**src/rtl/stall_pkg.sv**
```systemverilog
// stall_pkg: shared constants and types for the pipeline hold/bubble controller.
//
// Contents:
//   - stage index constants (PC..MEM) for the default 6-stage pipeline
//   - stall cause index constants
//   - fence.i sequencing FSM state type
//   - default origin-stage vector for the five external stall causes
package stall_pkg;

    // Pipeline stage indices (default configuration).
    localparam int unsigned STG_PC  = 0;
    localparam int unsigned STG_IF  = 1;
    localparam int unsigned STG_DC  = 2;
    localparam int unsigned STG_EX  = 3;
    localparam int unsigned STG_EX2 = 4;
    localparam int unsigned STG_MEM = 5;

    localparam int unsigned DEF_NUM_STAGES = 6;
    localparam int unsigned DEF_NUM_CAUSES = 5;
    localparam int unsigned DEF_STAGE_W    = $clog2(DEF_NUM_STAGES);

    // Stall cause indices into stall_req.
    localparam int unsigned CAUSE_LD_MISS = 0;
    localparam int unsigned CAUSE_ST_MISS = 1;
    localparam int unsigned CAUSE_DIV     = 2;
    localparam int unsigned CAUSE_IC_MISS = 3;
    localparam int unsigned CAUSE_SPARE   = 4;

    // Origin stage per cause, cause 0 in the least significant field:
    // load miss=MEM, store miss=MEM, div=EX, icache miss=IF, spare=MEM.
    localparam logic [DEF_NUM_CAUSES*DEF_STAGE_W-1:0] DEF_CAUSE_STAGE = {
        3'(STG_MEM),  // spare
        3'(STG_IF),   // icache miss
        3'(STG_EX),   // div busy
        3'(STG_MEM),  // store miss
        3'(STG_MEM)   // load miss
    };

    // fence.i sequencing: drain stores, invalidate icache, refetch.
    typedef enum logic [1:0] {
        StIdle,
        StDrain,
        StInval,
        StResume
    } fence_state_e;

endpackage

```
**src/rtl/stall_perf_cnt.sv**
```systemverilog
// stall_perf_cnt: per-cause saturating stall-cycle counters, read mux and
// commit-stall watchdog.
//
// Ports:
//   clk, rst_n  - clock, asynchronous active-low reset
//   inc         - one increment request per counter (level, per cycle)
//   wdt_hold    - last-stage hold; watchdog counts consecutive cycles of it
//   perf_clr    - synchronous clear of all counters, watchdog and hang flag
//   perf_sel    - counter select; out-of-range selects read zero
//   perf_cnt    - selected counter value
//   wdt_hang    - sticky hang flag
module stall_perf_cnt
    import stall_pkg::*;
#(
    parameter int unsigned NUM_CNT    = 7,
    parameter int unsigned SEL_W      = 3,
    parameter int unsigned CNT_WIDTH  = 32,
    parameter int unsigned WDT_CYCLES = 1024
) (
    input  logic                 clk,
    input  logic                 rst_n,
    input  logic [NUM_CNT-1:0]   inc,
    input  logic                 wdt_hold,
    input  logic                 perf_clr,
    input  logic [SEL_W-1:0]     perf_sel,
    output logic [CNT_WIDTH-1:0] perf_cnt,
    output logic                 wdt_hang
);

    localparam int unsigned WDT_W = $clog2(WDT_CYCLES + 1);
    localparam logic [WDT_W-1:0] WDT_LAST = WDT_W'(WDT_CYCLES - 1);

    logic [CNT_WIDTH-1:0] cnt_q [NUM_CNT];
    logic [CNT_WIDTH-1:0] cnt_d [NUM_CNT];
    logic [WDT_W-1:0]     wdt_q, wdt_d;
    logic                 hang_q, hang_d;

    // Counter bank: clear wins over increment, increments stop at all-ones.
    always_comb begin
        for (int k = 0; k < NUM_CNT; k++) begin
            cnt_d[k] = cnt_q[k];
            if (perf_clr) begin
                cnt_d[k] = '0;
            end else if (inc[k] && (cnt_q[k] != '1)) begin
                cnt_d[k] = cnt_q[k] + 1'b1;
            end
        end
    end

    // Watchdog: count parks at WDT_LAST while the hold persists, so the hang
    // flag is raised on the WDT_CYCLES-th consecutive held cycle.
    always_comb begin
        wdt_d  = wdt_q;
        hang_d = hang_q;
        if (perf_clr) begin
            wdt_d  = '0;
            hang_d = 1'b0;
        end else if (wdt_hold) begin
            if (wdt_q == WDT_LAST) begin
                hang_d = 1'b1;
            end else begin
                wdt_d = wdt_q + 1'b1;
            end
        end else begin
            wdt_d = '0;
        end
    end

    always_ff @(posedge clk or negedge rst_n) begin
        if (!rst_n) begin
            for (int k = 0; k < NUM_CNT; k++) begin
                cnt_q[k] <= '0;
            end
            wdt_q  <= '0;
            hang_q <= 1'b0;
        end else begin
            for (int k = 0; k < NUM_CNT; k++) begin
                cnt_q[k] <= cnt_d[k];
            end
            wdt_q  <= wdt_d;
            hang_q <= hang_d;
        end
    end

    always_comb begin
        perf_cnt = '0;
        for (int k = 0; k < NUM_CNT; k++) begin
            if (perf_sel == SEL_W'(k)) begin
                perf_cnt = cnt_q[k];
            end
        end
    end

    assign wdt_hang = hang_q;

endmodule

```
**src/rtl/stall_ctrl.sv**
```systemverilog
// stall_ctrl: pipeline hold/bubble controller.
//
// Each active stall source holds every stage at or upstream of its origin
// stage; the first stage below the held region receives a bubble. A fence.i
// FSM drains stores, invalidates the icache and flushes the front end, and a
// perf block counts stall cycles and watches for a stuck commit stage.
//
// Ports:
//   clk, rst_n        - clock, asynchronous active-low reset
//   stall_req         - level stall request per cause
//   load_hazard       - load in EX / EX2 has a RAW hazard with DC
//   branch_taken_kill - taken branch downstream, suppresses load hazards
//   fencei_req        - valid fence.i sitting in DC
//   store_buf_empty   - no pending stores or dirty writebacks
//   icache_inv_ack    - icache invalidate complete
//   commit_en_in      - raw WB commit enables
//   cancel_wb         - WB instruction cancelled
//   interrupt_taken   - interrupt taken this cycle
//   perf_sel/perf_clr - counter select / synchronous clear
//   hold, bubble      - per-stage hold and bubble
//   can_not_issue     - DC must not issue
//   fencei_busy       - fence FSM not idle
//   icache_inv_req    - icache invalidate request
//   flush_front       - one-cycle PC/IF flush for refetch
//   commit_en_out     - gated commit enables
//   perf_cnt          - selected counter
//   wdt_hang          - sticky watchdog flag
module stall_ctrl
    import stall_pkg::*;
#(
    parameter int unsigned NUM_STAGES = 6,
    parameter int unsigned NUM_CAUSES = 5,
    parameter logic [NUM_CAUSES*$clog2(NUM_STAGES)-1:0] CAUSE_STAGE = DEF_CAUSE_STAGE,
    parameter int unsigned DC_STAGE   = STG_DC,
    parameter int unsigned NUM_LD_SRC = 2,
    parameter int unsigned NUM_COMMIT = 5,
    parameter logic [NUM_COMMIT-1:0] INT_GATE_MASK = 5'b00011,
    parameter int unsigned CNT_WIDTH  = 32,
    parameter int unsigned WDT_CYCLES = 1024
) (
    input  logic                                clk,
    input  logic                                rst_n,
    input  logic [NUM_CAUSES-1:0]               stall_req,
    input  logic [NUM_LD_SRC-1:0]               load_hazard,
    input  logic                                branch_taken_kill,
    input  logic                                fencei_req,
    input  logic                                store_buf_empty,
    input  logic                                icache_inv_ack,
    input  logic [NUM_COMMIT-1:0]               commit_en_in,
    input  logic                                cancel_wb,
    input  logic                                interrupt_taken,
    input  logic [$clog2(NUM_CAUSES+2)-1:0]     perf_sel,
    input  logic                                perf_clr,
    output logic [NUM_STAGES-1:0]               hold,
    output logic [NUM_STAGES-1:0]               bubble,
    output logic                                can_not_issue,
    output logic                                fencei_busy,
    output logic                                icache_inv_req,
    output logic                                flush_front,
    output logic [NUM_COMMIT-1:0]               commit_en_out,
    output logic [CNT_WIDTH-1:0]                perf_cnt,
    output logic                                wdt_hang
);

    localparam int unsigned SW      = $clog2(NUM_STAGES);
    localparam int unsigned NUM_CNT = NUM_CAUSES + 2;
    localparam logic [SW-1:0] DC_IDX = SW'(DC_STAGE);

    fence_state_e state_q;
    logic         inv_req_q;
    logic         flush_q;
    logic         busy_q;

    logic          ld_active;
    logic          fence_hold;
    logic          any_active;
    logic [SW-1:0] origin_max;

    assign ld_active  = (|load_hazard) & ~branch_taken_kill;
    assign fence_hold = (state_q == StDrain) || (state_q == StInval);

    // Deepest origin among active sources; load hazards and an in-flight
    // fence both originate in DC.
    always_comb begin
        any_active = 1'b0;
        origin_max = '0;
        for (int k = 0; k < NUM_CAUSES; k++) begin
            if (stall_req[k]) begin
                any_active = 1'b1;
                if (CAUSE_STAGE[k*SW +: SW] > origin_max) begin
                    origin_max = CAUSE_STAGE[k*SW +: SW];
                end
            end
        end
        if (ld_active || fence_hold) begin
            any_active = 1'b1;
            if (DC_IDX > origin_max) begin
                origin_max = DC_IDX;
            end
        end
    end

    always_comb begin
        hold   = '0;
        bubble = '0;
        for (int s = 0; s < NUM_STAGES; s++) begin
            hold[s] = any_active && (SW'(s) <= origin_max);
        end
        for (int s = 1; s < NUM_STAGES; s++) begin
            bubble[s] = hold[s-1] & ~hold[s];
        end
    end

    assign can_not_issue = hold[DC_STAGE];

    // A held last stage, a cancelled WB or (for masked bits) an interrupt
    // all suppress commit.
    assign commit_en_out = commit_en_in
                         & ~{NUM_COMMIT{hold[NUM_STAGES-1] | cancel_wb}}
                         & ~(INT_GATE_MASK & {NUM_COMMIT{interrupt_taken}});

    // Fence FSM with registered outputs. It is independent of the hold
    // vector so a fence keeps progressing behind other stalls.
    always_ff @(posedge clk or negedge rst_n) begin
        if (!rst_n) begin
            state_q   <= StIdle;
            inv_req_q <= 1'b0;
            flush_q   <= 1'b0;
            busy_q    <= 1'b0;
        end else begin
            unique case (state_q)
                StIdle: begin
                    if (fencei_req) begin
                        state_q <= StDrain;
                        busy_q  <= 1'b1;
                    end
                end
                StDrain: begin
                    if (store_buf_empty) begin
                        state_q   <= StInval;
                        inv_req_q <= 1'b1;
                    end
                end
                StInval: begin
                    if (icache_inv_ack) begin
                        state_q   <= StResume;
                        inv_req_q <= 1'b0;
                        flush_q   <= 1'b1;
                    end
                end
                StResume: begin
                    state_q <= StIdle;
                    flush_q <= 1'b0;
                    busy_q  <= 1'b0;
                end
                default: begin
                    state_q   <= StIdle;
                    inv_req_q <= 1'b0;
                    flush_q   <= 1'b0;
                    busy_q    <= 1'b0;
                end
            endcase
        end
    end

    assign fencei_busy    = busy_q;
    assign icache_inv_req = inv_req_q;
    assign flush_front    = flush_q;

    stall_perf_cnt #(
        .NUM_CNT    (NUM_CNT),
        .SEL_W      ($clog2(NUM_CAUSES + 2)),
        .CNT_WIDTH  (CNT_WIDTH),
        .WDT_CYCLES (WDT_CYCLES)
    ) u_perf (
        .clk      (clk),
        .rst_n    (rst_n),
        .inc      ({busy_q, ld_active, stall_req}),
        .wdt_hold (hold[NUM_STAGES-1]),
        .perf_clr (perf_clr),
        .perf_sel (perf_sel),
        .perf_cnt (perf_cnt),
        .wdt_hang (wdt_hang)
    );

endmodule

```
**config.mk**
```make
export PLATFORM = sky130hd
export DESIGN_NAME = stall_ctrl
export DESIGN_NICKNAME = d
export VERILOG_FILES = /design/src/rtl/stall_pkg.sv /design/src/rtl/stall_perf_cnt.sv /design/src/rtl/stall_ctrl.sv
export SDC_FILE = /design/constraint.sdc
export NUM_CORES = 1
export LEC_CHECK = 0
export BUFFER_PORTS_ARGS = -buffer_cell sky130_fd_sc_hd__buf_2
export CELL_PAD_IN_SITES_DETAIL_PLACEMENT = 0
export CELL_PAD_IN_SITES_GLOBAL_PLACEMENT = 1
export CORE_AREA = 2 2 178 180
export DETAILED_ROUTE_END_ITERATION = 12
export DIE_AREA = 0 0 180 182
export PLACE_DENSITY = 0.89
export SLEW_MARGIN = 20
export SYNTH_ARGS = -nofsm -noshare
export SYNTH_HDL_FRONTEND = slang
export SYNTH_SLANG_ARGS = --single-unit
```
**constraint.sdc**
```tcl
create_clock -name clk -period 4.9 [get_ports clk]
set_input_delay 0.245 -clock clk [delete_from_list [all_inputs] [get_ports clk]]
set_output_delay 0.245 -clock clk [all_outputs]
set_load 0.02 [all_outputs]
```
Yosys cells after proc, flatten, opt, wreduce, memory -nomap -nowiden
Index checks and enable logic that the tools add are counted.
{ "totals": {"output_inout_bits": 54, "input_bits": 24, "elab_cells": 160, "regBits": 241} }
{ "classes": {"reduce_logical": 35, "mux": 55, "bitwise_logic": 17, "n_lt_le_gt_ge": 11, "n_eq_ne": 21, "add_sub_neg": 8} }
{ "ops": {"columns": ["operator", "count"], "rows": [
  ["two-way mux 32 bit", 21],
  ["adder 32 x 1 -> 32 bit (second input constant)", 7],
  ["inequality test 32 bit (second input constant)", 7],
  ["two-way mux 11 bit", 3],
  ["two-way mux 3 bit", 11],
  ["nonzero test 2 bit", 12],
  ["logical AND 1 bit", 13],
  ["two-way mux 1 bit", 13],
  ["adder 11 x 1 -> 11 bit (second input constant)", 1],
  ["== test 11 x 10 -> 1 bit (second input constant)", 1],
  ["AND 5 bit", 2],
  ["== test 3 bit (second input constant)", 3],
  ["case mux 2 bit (4 select lines)", 1],
  ["AND 1 bit", 6],
  ["== test 3 x 2 -> 1 bit (second input constant)", 2],
  ["greater-than comparator 2 x 3 -> 1 bit (first input constant)", 2],
  ["greater-than comparator 3 bit (first input constant)", 2],
  ["<= comparator 1 x 3 -> 1 bit (first input constant)", 2],
  ["<= comparator 2 x 3 -> 1 bit (first input constant)", 2],
  ["<= comparator 3 bit (first input constant)", 2],
  ["two-way mux 2 bit", 3],
  ["inequality test 2 bit (second input constant)", 3],
  ["inverter 1 bit", 6],
  ["case mux 1 bit (2 select lines)", 3],
  ["14 further kinds", 19]
]} }

Longest topological paths before layout
{ "logic_depth": {"ltp_word": 22, "mapped_depth": 9, "ltp_nobuf": 6} }

Cells and area by module
A second synthesis with hierarchy kept.
{ "hier_totals": {"cells_unflattened": 1713, "hier_area_um2": 15067.0} }
{ "by_module_without_submodules": {"columns": ["module", "instances", "cells_each", "area_each_um2", "seq_area_each_um2"], "rows": [
  ["stall_perf_cnt", 1, 1661, 14607.8, 5905.7],
  ["stall_ctrl", 1, 52, 459.2, 125.1]
]} }

Worst setup path before layout
Ideal clock, no wire load.
{ "synth_timing": {"path_type": "reg2reg", "start": "register u_perf.cnt_q[96] (netlist name)", "end": "register u_perf.cnt_q[123] (netlist name)", "slack_ns": 2.671, "setup_time_ns": 0.078, "path_buffers": 1, "period_less_slack_ns": 2.229, "t_required_ns": 4.822, "arrival_ns": 2.151, "path_stages_with_launch": 8, "path_cell_list": "dfrtp_1 ha_1 and4_1 and4_1 buf_2 a2111o_1 or3_1 a21oi_1"} }
{ "synth_between": {"elab_chain_len": 3, "word_cells_on_any_way": 6, "cone_classes": "add/sub: 1; eq/ne: 1; mux: 2; reduce/logical: 2"} }
{ "synth_lines": {"columns": ["item", "line_no", "source"], "rows": [
  ["start: declaration", "stall_perf_cnt.sv:33", "logic [CNT_WIDTH-1:0] cnt_q [NUM_CNT];"],
  ["start signal: indexed assignment", "stall_perf_cnt.sv:78", "cnt_q[k] <= cnt_d[k];"],
  ["adder 32 x 1 -> 32 bit / inequality test 32 bit (equally long branches)", "stall_perf_cnt.sv:45, stall_perf_cnt.sv:44", null],
  ["two-way mux 32 bit / logical AND 1 bit (equally long branches)", "stall_perf_cnt.sv:44", "end else if (inc[k] && (cnt_q[k] != '1)) begin"],
  ["two-way mux 32 bit / nonzero test 2 bit (equally long branches)", null, null]
]} }
Several ways; a longest one is shown, not always the timed one. The select of a mux whose other input is x is not followed.
A chain may end at the register's enable or synchronous reset.

Worst setup path after layout
{ "layout_timing": {"start": "input port perf_sel[2]", "end": "output port perf_cnt[30]"} }
{ "layout_between": {"elab_chain_len": 8, "word_cells_on_any_way": 14, "cone_classes": "eq/ne: 6; mux: 7; reduce/logical: 1"} }
{ "layout_lines": {"columns": ["item", "line_no", "source"], "rows": [
  ["start: declaration", "stall_ctrl.sv:52", "input logic [$clog2(NUM_CAUSES+2)-1:0] perf_sel,"],
  ["zero test 3 bit", "stall_perf_cnt.sv:88", "if (perf_sel == SEL_W'(k)) begin"],
  ["two-way mux 32 bit (6 in series)", "stall_perf_cnt.sv:88", null],
  ["two-way mux 32 bit (*)", "stall_perf_cnt.sv:88", null],
  ["end: declaration", "stall_ctrl.sv:61", "output logic [CNT_WIDTH-1:0] perf_cnt,"]
]} }
Every way passes the cells marked *; elsewhere a longest branch is shown, timed or not.

==> summary.md <==
| Metric | Value |
|---|---|
| Status | completed |
| # DRC | 0 |
| Pin slew with the least headroom to its limit | between 1000 and 1500 ps |
| Ys async rst share | 1.00 |
| Vias | ~14000 |
| Die Y | around 180 um |
| Min cycle time layout | between 2000 and 3000 ps |
| Clock slew at reported path FFs | 60 ps |
| Drt total wl | about 45000 um |
| First-pass GRT wire length | a little over 70000 um |
| Slew HR | 0.269 |
| Most frequent cells in the layout | 241 x dfrtp_1, 178 x a21oi_1, 162 x nor2_1 |
| Antenna violations before repair | 1 |
| Fillcell total | between 2000 and 3000 |
| CTS Hold Buffers Added | 2 |
| HPWL after DPL | around 32000 um |
| Layout area overhead | 10.0% |
| Main area contributors after synthesis | dfrtp_1 40%, a21oi_1 5.9%, mux2i_1 4.8% |
| Final Max Slew Viols | 0 |
| Clk_lat worst skew | around 560 ps |
| Final Instance Count excl. Fillers | around 2200 |
| Worst vdd ir | around 0.26 mV |
| Longest Clk Path Bufs | 3 |
| # port buffers | between 70 and 80 |
| WP data arrival | around 2600 ps |
| Post-synthesis sequential area ratio | 0.396 |
| Drt initial violations | about 1500 |
| Via count of the first global-routing pass | roughly 13000 |
| Number of synthesized flops with an enable pin | 0 |
| CP startpoint kind | input pin |
| Largest area contributor in the netlist | dfrtp_1 |
| Synth Instances | 1774 |
| Clk_skew | approximately 11 ps |
| I/O pins | 78 |
| Gr usage total | 0.271 |
| Synth Warn # | 0 |
| Yosys cell types | 73 |
| Met1 wire length | around 20000 um |
| Setup repair after global routing missed its margin | false |
| Largest net degree at the start of global routing | roughly 130 |
| Layout cells sized above 1 | 0.0968 |
| Post-CTS sizing | 0 |
| DR pass1 iterations | 6 |
| Hold WC Path Type | input pin to register |
| TritonCTS Sinks | approximately 240 |
| Cell area after synthesis | 0.0152 mm2 |
| Wire per inst | slightly above 20 um |
| CP Capture Type | primary output |
| Yosys reg bits | about 240 |
| FP Rows | 65 |
| Final Hold Vio Count | 0 |
| Final TNS setup | 0 ps |
| Worst endpoint required time | 4660 ps |
| Multi-input logic area | approximately 0.0086 mm2 |
| Routability cong. | 0.920 |
| Post-DR vias/cell | between 6 and 7 |
| Critical path type | input pin to primary output |
| DIE AREA | 0.0328 mm2 |
| Post-synth top flop | dfrtp_1 |
| Most common cell after layout, fill and taps aside | dfrtp_1 |
| CTS Buf Count | 29 |
| Fin util | 0.540 |
| Top-area cell type share of the netlist area | 0.396 |
| Power Total | about 4.6 mW |
| Root Buffer | clkbuf_16 |
| Final worst path period share | 0.587 |
| Nets | 1823 |
| Lkg Pwr | approximately 6.5 nW |
| GRT Residual Overflow | 0 |
| DR top layer | met4 |
| Routed met3 length | ~2600 um |
| Routed Antenna Nets | 0 |
| CP Max Fanout | 35 |
| Fmax achieved | ~350 MHz |
| Synthesized area per cell | approximately 8.6 um2 |
| Core Area | 0.0310 mm2 |
| Post-CTS setup buffers | 0 |
| CTS tree | built |
| H-tree levels | 1 |
| Placed insts | around 2200 |
| Max-cap violation count | 0 |
| Final setup vio count | 0 |
| Power per cell area | ~270 mW/mm2 |
| Initial Utilization | 0.491 |
| DIE WIDTH | between 150 and 200 um |
| DR WL met2 | slightly above 20000 um |
| Register area | just over 0.006 mm2 |
## Yosys cell counts (all sizes together) (2+ instances only)
master     n
a2111o     3
a2111oi    4
a211oi     6
a21boi     2
a21oi    178
a221o     31
a22oi      2
a311oi     3
a31o       3
a31oi     18
a41oi      2
and2      21
and3      32
and4      26
buf       24
clkbuf    85
dfrtp    241
ha        12
inv       40
mux2       6
mux2i     73
nand2    128
nand2b     8
nand3     91
nand4     61
nand4b     2
nor2     163
nor2b     12
nor3      18
nor3b      4
nor4      26
o2111ai    5
o211ai     6
o21ai    125
o21ba      6
o31a       5
o31ai     64
o41ai      2
or2        8
or3       87
or4       68
xnor2     31
xor2      29
## power breakdown
part	internal, mW	switching [mW]
sequential	2.03	0.0514
combinational	0.125	0.283
clock	1.21	0.872
## metal layers
| metal | vias to the layer above | global-route usage |
|---|---|---|
| li1 | 6684 | - |
| met1 | 7048 | 0.386 |
| met2 | 515 | 0.431 |
| met3 | 78 | 0.0261 |
| met4 | 0 | 0.0940 |
| met5 | - | 0 |
## sequential cells by signal, summed over array words and instances, names as in the netlist
| signal | flops |
|---|---|
| state_q | 2 |
| u_perf.wdt_q | 11 |
| u_perf.cnt_q | 224 |
| flush_front | 1 |
| fencei_busy | 1 |
| u_perf.wdt_hang | 1 |
| icache_inv_req | 1 |
## final cells by class
class,count,area share
Antenna cell,1,0.000149
Clock buffer,40,0.0488
Clock inverter,12,0.00546
Inverter,41,0.00919
Multi-Input combinational cell,1385,0.515
Sequential cell,241,0.360
Tap cell,402,0.0300
Timing Repair Buffer,89,0.0314
## kinds of logic after synthesis
| kind of cell | synth area share |
|---|---|
| multiplexers | 0.0525 |
| XOR/XNOR | 0.0345 |
| adder cells (fa/ha/maj) | 0.00987 |
| AND/OR/NAND/NOR | 0.273 |
| flip-flops | 0.396 |
| AO/OA/AOI/OAI | 0.194 |
| other | 0.000246 |
| buffers and inverters | 0.0402 |
## final timing paths
kind | from | end | slack (ps) | depth (start not counted)
max reg2reg | u_perf.cnt_q[34] | u_perf.cnt_q[57] | 2080 | 5
max | perf_sel[2] | perf_cnt[30] | 2030 | 8
min in group asynchronous | rst_n | u_perf.cnt_q[21] | 400 | 2
min | stall_req[2] | u_perf.cnt_q[140] | 80 | 3
max in group asynchronous | rst_n | u_perf.cnt_q[204] | 3410 | 3
min reg2reg | u_perf.wdt_q[9] | u_perf.wdt_q[9] | 480 | 1
## per-stage QoR
step / hold WS (ps) / area [um2] / setup slack, ps
floorplan: -50.6 / 15200 / 2670
global placement: 440 / 15800 / 1910
detailed placement: 433 / 15800 / 2060
CTS: 74.9 / 16700 / 2030
global route: 96.2 / 16700 / 1840
finish: 81.5 / 16700 / 2030
## critical path: stages
cell	delay (ps)
buf_4	480
buf_4	590
nor2b_1	290
a22oi_1	120
o22ai_1	240
a31oi_1	60
o21ai_0	350
buf_2	240
No activity file was read; power rests on OpenSTA's default activity.
